--- src/rtl/ysyx_22040895_ifu.sv ---
// rtl/ysyx_22040895_ifu.sv - in-order instruction fetch unit with response buffer and redirect kill tracking
module ysyx_22040895_ifu #(
   parameter logic [63:0] RESET_PC = 64'h0000_0000_8000_0000,
   parameter int          DEPTH    = 2
) (
   input  logic        clk,
   input  logic        rst,
   output logic        imem_req_valid_o,
   input  logic        imem_req_ready_i,
   output logic [63:0] imem_req_addr_o,
   input  logic        imem_resp_valid_i,
   input  logic [31:0] imem_resp_data_i,
   input  logic        redirect_valid_i,
   input  logic [63:0] redirect_pc_i,
   output logic        inst_valid_o,
   input  logic        inst_ready_i,
   output logic [31:0] inst_o,
   output logic [63:0] pc_o
);
   localparam int             AW      = $clog2(DEPTH);
   localparam int             CW      = AW + 1;
   localparam logic [CW-1:0]  DEPTH_C = CW'(DEPTH);

   logic [63:0]   fetch_pc_q, fetch_pc_d;
   logic [63:0]   resp_pc_q, resp_pc_d;
   logic [CW-1:0] inflight_q, inflight_d;
   logic [CW-1:0] kill_q, kill_d;
   logic [CW-1:0] count_q, count_d;
   logic [AW-1:0] head_q, head_d;
   logic [AW-1:0] tail_q, tail_d;
   logic [31:0]   inst_buf_q [DEPTH];
   logic [63:0]   pc_buf_q   [DEPTH];

   logic [CW-1:0] outstanding;
   logic          req_fire;
   logic          resp_kill;
   logic          resp_live;
   logic          push;
   logic          pop;
   logic [63:0]   target_pc;

   always_comb begin
      // killed + in-flight + buffered never exceeds DEPTH, so the sum fits in CW bits
      outstanding      = inflight_q + kill_q + count_q;
      imem_req_valid_o = !rst && !redirect_valid_i && (outstanding < DEPTH_C);
      imem_req_addr_o  = fetch_pc_q;
      req_fire         = imem_req_valid_o && imem_req_ready_i;

      resp_kill = imem_resp_valid_i && (kill_q != '0);
      resp_live = imem_resp_valid_i && (kill_q == '0) && (inflight_q != '0);

      inst_valid_o = !rst && (count_q != '0);
      inst_o       = inst_valid_o ? inst_buf_q[head_q] : 32'h0;
      pc_o         = inst_valid_o ? pc_buf_q[head_q]   : 64'h0;

      pop       = inst_valid_o && inst_ready_i;
      push      = resp_live && !redirect_valid_i;
      target_pc = {redirect_pc_i[63:2], 2'b00};
   end

   always_comb begin
      fetch_pc_d = req_fire  ? fetch_pc_q + 64'd4 : fetch_pc_q;
      resp_pc_d  = resp_live ? resp_pc_q + 64'd4  : resp_pc_q;
      inflight_d = inflight_q + CW'(req_fire) - CW'(resp_live);
      kill_d     = kill_q - CW'(resp_kill);
      head_d     = pop  ? head_q + AW'(1) : head_q;
      tail_d     = push ? tail_q + AW'(1) : tail_q;
      count_d    = count_q + CW'(push) - CW'(pop);

      if (redirect_valid_i) begin
         // everything still owed by memory becomes garbage; this cycle's response is already spent
         fetch_pc_d = target_pc;
         resp_pc_d  = target_pc;
         kill_d     = kill_q + inflight_q - CW'(resp_live || resp_kill);
         inflight_d = '0;
         head_d     = '0;
         tail_d     = '0;
         count_d    = '0;
      end
   end

   always_ff @(posedge clk) begin
      if (rst) begin
         fetch_pc_q <= RESET_PC;
         resp_pc_q  <= RESET_PC;
         inflight_q <= '0;
         kill_q     <= '0;
         count_q    <= '0;
         head_q     <= '0;
         tail_q     <= '0;
      end else begin
         fetch_pc_q <= fetch_pc_d;
         resp_pc_q  <= resp_pc_d;
         inflight_q <= inflight_d;
         kill_q     <= kill_d;
         count_q    <= count_d;
         head_q     <= head_d;
         tail_q     <= tail_d;
      end
   end

   always_ff @(posedge clk) begin
      if (push) begin
         inst_buf_q[tail_q] <= imem_resp_data_i;
         pc_buf_q[tail_q]   <= resp_pc_q;
      end
   end
endmodule
--- config.mk ---
export PLATFORM = sky130hd
export DESIGN_NAME = ysyx_22040895_ifu
export DESIGN_NICKNAME = d
export VERILOG_FILES = /design/src/rtl/ysyx_22040895_ifu.sv
export SDC_FILE = /design/constraint.sdc
export NUM_CORES = 1
export LEC_CHECK = 0
export BUFFER_PORTS_ARGS = -buffer_cell sky130_fd_sc_hd__buf_2
export CORE_ASPECT_RATIO = 1.4
export CORE_MARGIN = 2
export CORE_UTILIZATION = 40
export DETAILED_ROUTE_END_ITERATION = 8
export GPL_TIMING_DRIVEN = 0
export SYNTH_ARGS = -nofsm -noshare
export SYNTH_HDL_FRONTEND = slang
export SYNTH_SLANG_ARGS = --single-unit
--- constraint.sdc ---
create_clock -name clk -period 12.4 [get_ports clk]
set_clock_uncertainty 0.15 [all_clocks]
set_input_delay 1.24 -clock clk [delete_from_list [all_inputs] [get_ports clk]]
set_output_delay 1.24 -clock clk [all_outputs]
set_load 0.01 [all_outputs]
==> results.yml <==
synthesis:
  synth.distinct_cells: 60
  synth_area_leaders: "edfxtp_1, dfxtp_1, mux2i_1"
  synth_xor_area_frac: 0.05096
  synth_fa_ha_area_frac: 0.007656
  synth_simple_gate_area_frac: 0.1823
  avgSynthCellArea_um2: 10.77
  mappedNetlistArea_mm2: 0.01471
  synth-edff-count: 188
  synth_compound_area_frac: 0.08686
  ys_warn_count: 0
  synth_seq_cells: 321
  synth.mux.area_fraction: 0.07495
  ys_seq_area_frac: 0.5649
  synth_top_family_by_area: "simple AND/OR/NAND/NOR gates"
  synthArstFlopShare: 0
  synth_cells: 1366
  post-synth-top-area-cell: "edfxtp_1"
  synthFlopType: "edfxtp_1"
  synth_top_area_frac: 0.3838
timing:
  tns_ns: 0
  fmax_mhz: 196.2
  slew_violations: 0
  report.final.hold_viol_count: 0
  post-route-period-util: 0.4110
  hold_ws_ns: 0.3207
  fin_ws_ns: 7.304
  finalSetupViolCount: 0
  worst_pin_slew_ns: 1.254
  slew-limit-headroom: 0.1574
  rsz0062_at_grt: "no"
  min_period_ns: 5.096
die:
  coreArea_mm2: 0.03645
  die_area_mm2: 0.03834
  rows: 83
  initial_utilization: 0.4035
  ios: 264
  fp.dieW_um: 166.1
  die_h_um: 230.9
worst_setup_path:
  crit_fanout: 10
  r2r_start: "inflight_q[0]"
  criticalPathCategory: "primary input to output port"
  r2r_end: "inflight_q[1]"
  crit_path_end_kind: "output port"
  crit_required_ns: 11.01
  regToRegSetupSlack_ns: 7.99
  worstPathArrival_ns: 3.71
  worst_setup_path_start_kind: "primary input"
  rr_worst_depth: 14
cells_and_area:
  diodes: 0
  num-fill-cells: 3382
  final_cells: 2159
  drive_gt1_frac: 0.2074
  layout_commonest_cell: "buf_2"
  layout_common_cells: "buf_2, edfxtp_1, nor2_1"
  final_core_util: 0.4910
  syn2layout_area_growth_pct: 21.69
  nets: 1776
global_routing:
  track_usage: 0.2489
  grt_pass1_vias: 11864
  grt_pass1_wl_mm: 72.68
  grt_max_degree: 51
  antenna_found_initial: 0
  globalRouteOverflowTotal: 0
flow_run:
  cap_viol_max_count: 0
cts:
  cts_tree: "yes"
  cts_hold_buf: 0
  clock_latency_ns: 0.54
  cts_sinks: 321
  cts.path.max_buffers: 3
  cts.repair.resized: 0
  path_clk_slew_ns: 0.06
  cts_buffers: 35
  htree_num_levels: 2
  cts_root_buf: "clkbuf_16"
  cts_setup_buffers: 0
power:
  leakagePower_nw: 6.455
  powerDensity_mw_per_mm2: 138.9
  irDropWorstVdd_uv: 89.29
routing:
  via_per_inst: 5.591
  dr.pass1.iters: 7
  vias: 12071
  wl_per_cell_um: 22.70
  final_antenna_net_count: 0
  drt-initial-drc-count: 942
  routed_wl_mm: 49.02
  drc: 0
placement:
  dp_cells: 2095
  post-dp-hpwl_mm: 35.99
  portBuffers: 255
  pre_cts_slack_ns: 7.165
  place_congestion: 0.9846
outcome:
  status: "finished clean"
hold_path:
  hold_start: "resp_pc_q[37]"
  whs_path_depth: 0
  min_to: "pc_buf_q[0][37]"
  min_path_type: "flop to flop"
-- synth_stat cells (2+ instances only) --
| library cell | number |
|---|---|
| inv_1 | 31 |
| a41oi_1 | 2 |
| buf_4 | 4 |
| xor2_1 | 32 |
| a32oi_1 | 3 |
| nand2_1 | 105 |
| a211oi_1 | 25 |
| nor2_1 | 170 |
| buf_2 | 3 |
| o21a_1 | 2 |
| o211ai_1 | 9 |
| buf_6 | 3 |
| o311ai_0 | 8 |
| and4_1 | 17 |
| and2_1 | 22 |
| edfxtp_1 | 188 |
| o22ai_1 | 9 |
| o21bai_1 | 5 |
| nand3_1 | 52 |
| a31oi_1 | 26 |
| buf_1 | 13 |
| a21oi_1 | 44 |
| a21o_1 | 2 |
| a21boi_0 | 19 |
| or2_2 | 6 |
| nand4_1 | 44 |
| nor4_1 | 22 |
| nor3_2 | 2 |
| ha_1 | 9 |
| and3_1 | 20 |
| a311oi_1 | 8 |
| or4_1 | 9 |
| o21ai_0 | 21 |
| clkbuf_1 | 60 |
| mux2i_1 | 100 |
| and4b_1 | 3 |
| nor4_2 | 7 |
| dfxtp_1 | 133 |
| or3_1 | 14 |
| o31a_1 | 3 |
| nor3_1 | 34 |
| mux2_2 | 9 |
| xnor2_1 | 51 |
-- stage by stage --
step / power (mW) / cell area (um2)
detailed placement: 1.394 / 16690
global route: 2.556 / 17900
CTS: 2.498 / 17900
global placement: 1.391 / 16580
floorplan: 1.300 / 14720
finish: 2.486 / 17900
-- critical path, cell delays in order --
cell      delay, ns
clkbuf_1       0.45
or2_2          0.21
clkbuf_1       0.32
clkbuf_1       0.73
clkbuf_1       0.44
nor2_1         0.14
buf_2          0.17
-- worst max path at each step --
stage                       from          endpoint  slack [ns]  depth (start not counted)
5_1_grt                      rst          pc_o[14]        7.15                          7
3_5_place_dp                 rst     inflight_q[1]        7.16                         13
4_1_cts                      rst          pc_o[14]        7.17                          7
2_1_floorplan  imem_resp_valid_i  inst_buf_q[0][0]        5.79                          6
3_3_place_gp   imem_resp_valid_i   pc_buf_q[0][13]        2.47                          7
6_report                     rst          pc_o[14]        7.30                          7
-- final cells by class --
class                   count  area (um2)  area share
plain buffers              83       352.8     0.01971
clock buffers              46       958.4     0.05355
clock inverters            18       252.7     0.01412
inverters                  32       120.1    0.006711
multi-input cells         933        5951      0.3325
flip-flops and latches    321        8308      0.4642
well taps                 467       584.3     0.03265
repair buffers            259        1371     0.07662
-- cells by family (layout without fill, tap and decap cells) --
logic type      count (synthesis)  in the layout
mux                           109            109
simple gates                  534            534
other cells                     1              4
buf+inv                       115            438
compound gates                193            193
fa+ha+maj                       9              9
xor+xnor                       84             84
flops                         321            321
-- flip-flops by register name, indices dropped and copies added, names as in the netlist, named ones only --
signal	flops
count_q	2
head_q	1
imem_req_addr_o	62
inflight_q	2
inst_buf_q	64
kill_q	2
pc_buf_q	124
resp_pc_q	62
tail_q	1
-- per-layer routing --
layer | track usage | wire length [um]
met1 | 0.2977 | 19170
met4 | 0.1288 | 2603
met5 | 0 | 0
met2 | 0.4275 | 23840
met3 | 0.04612 | 3408
-- power by group --
part | internal [mW] | total [mW] | switching [mW]
Combinational | 0.0640 | 0.173 | 0.109
Clock | 0.673 | 1.11 | 0.437
Sequential | 1.16 | 1.20 | 0.0452
Power figures use the tool's default switching activity.
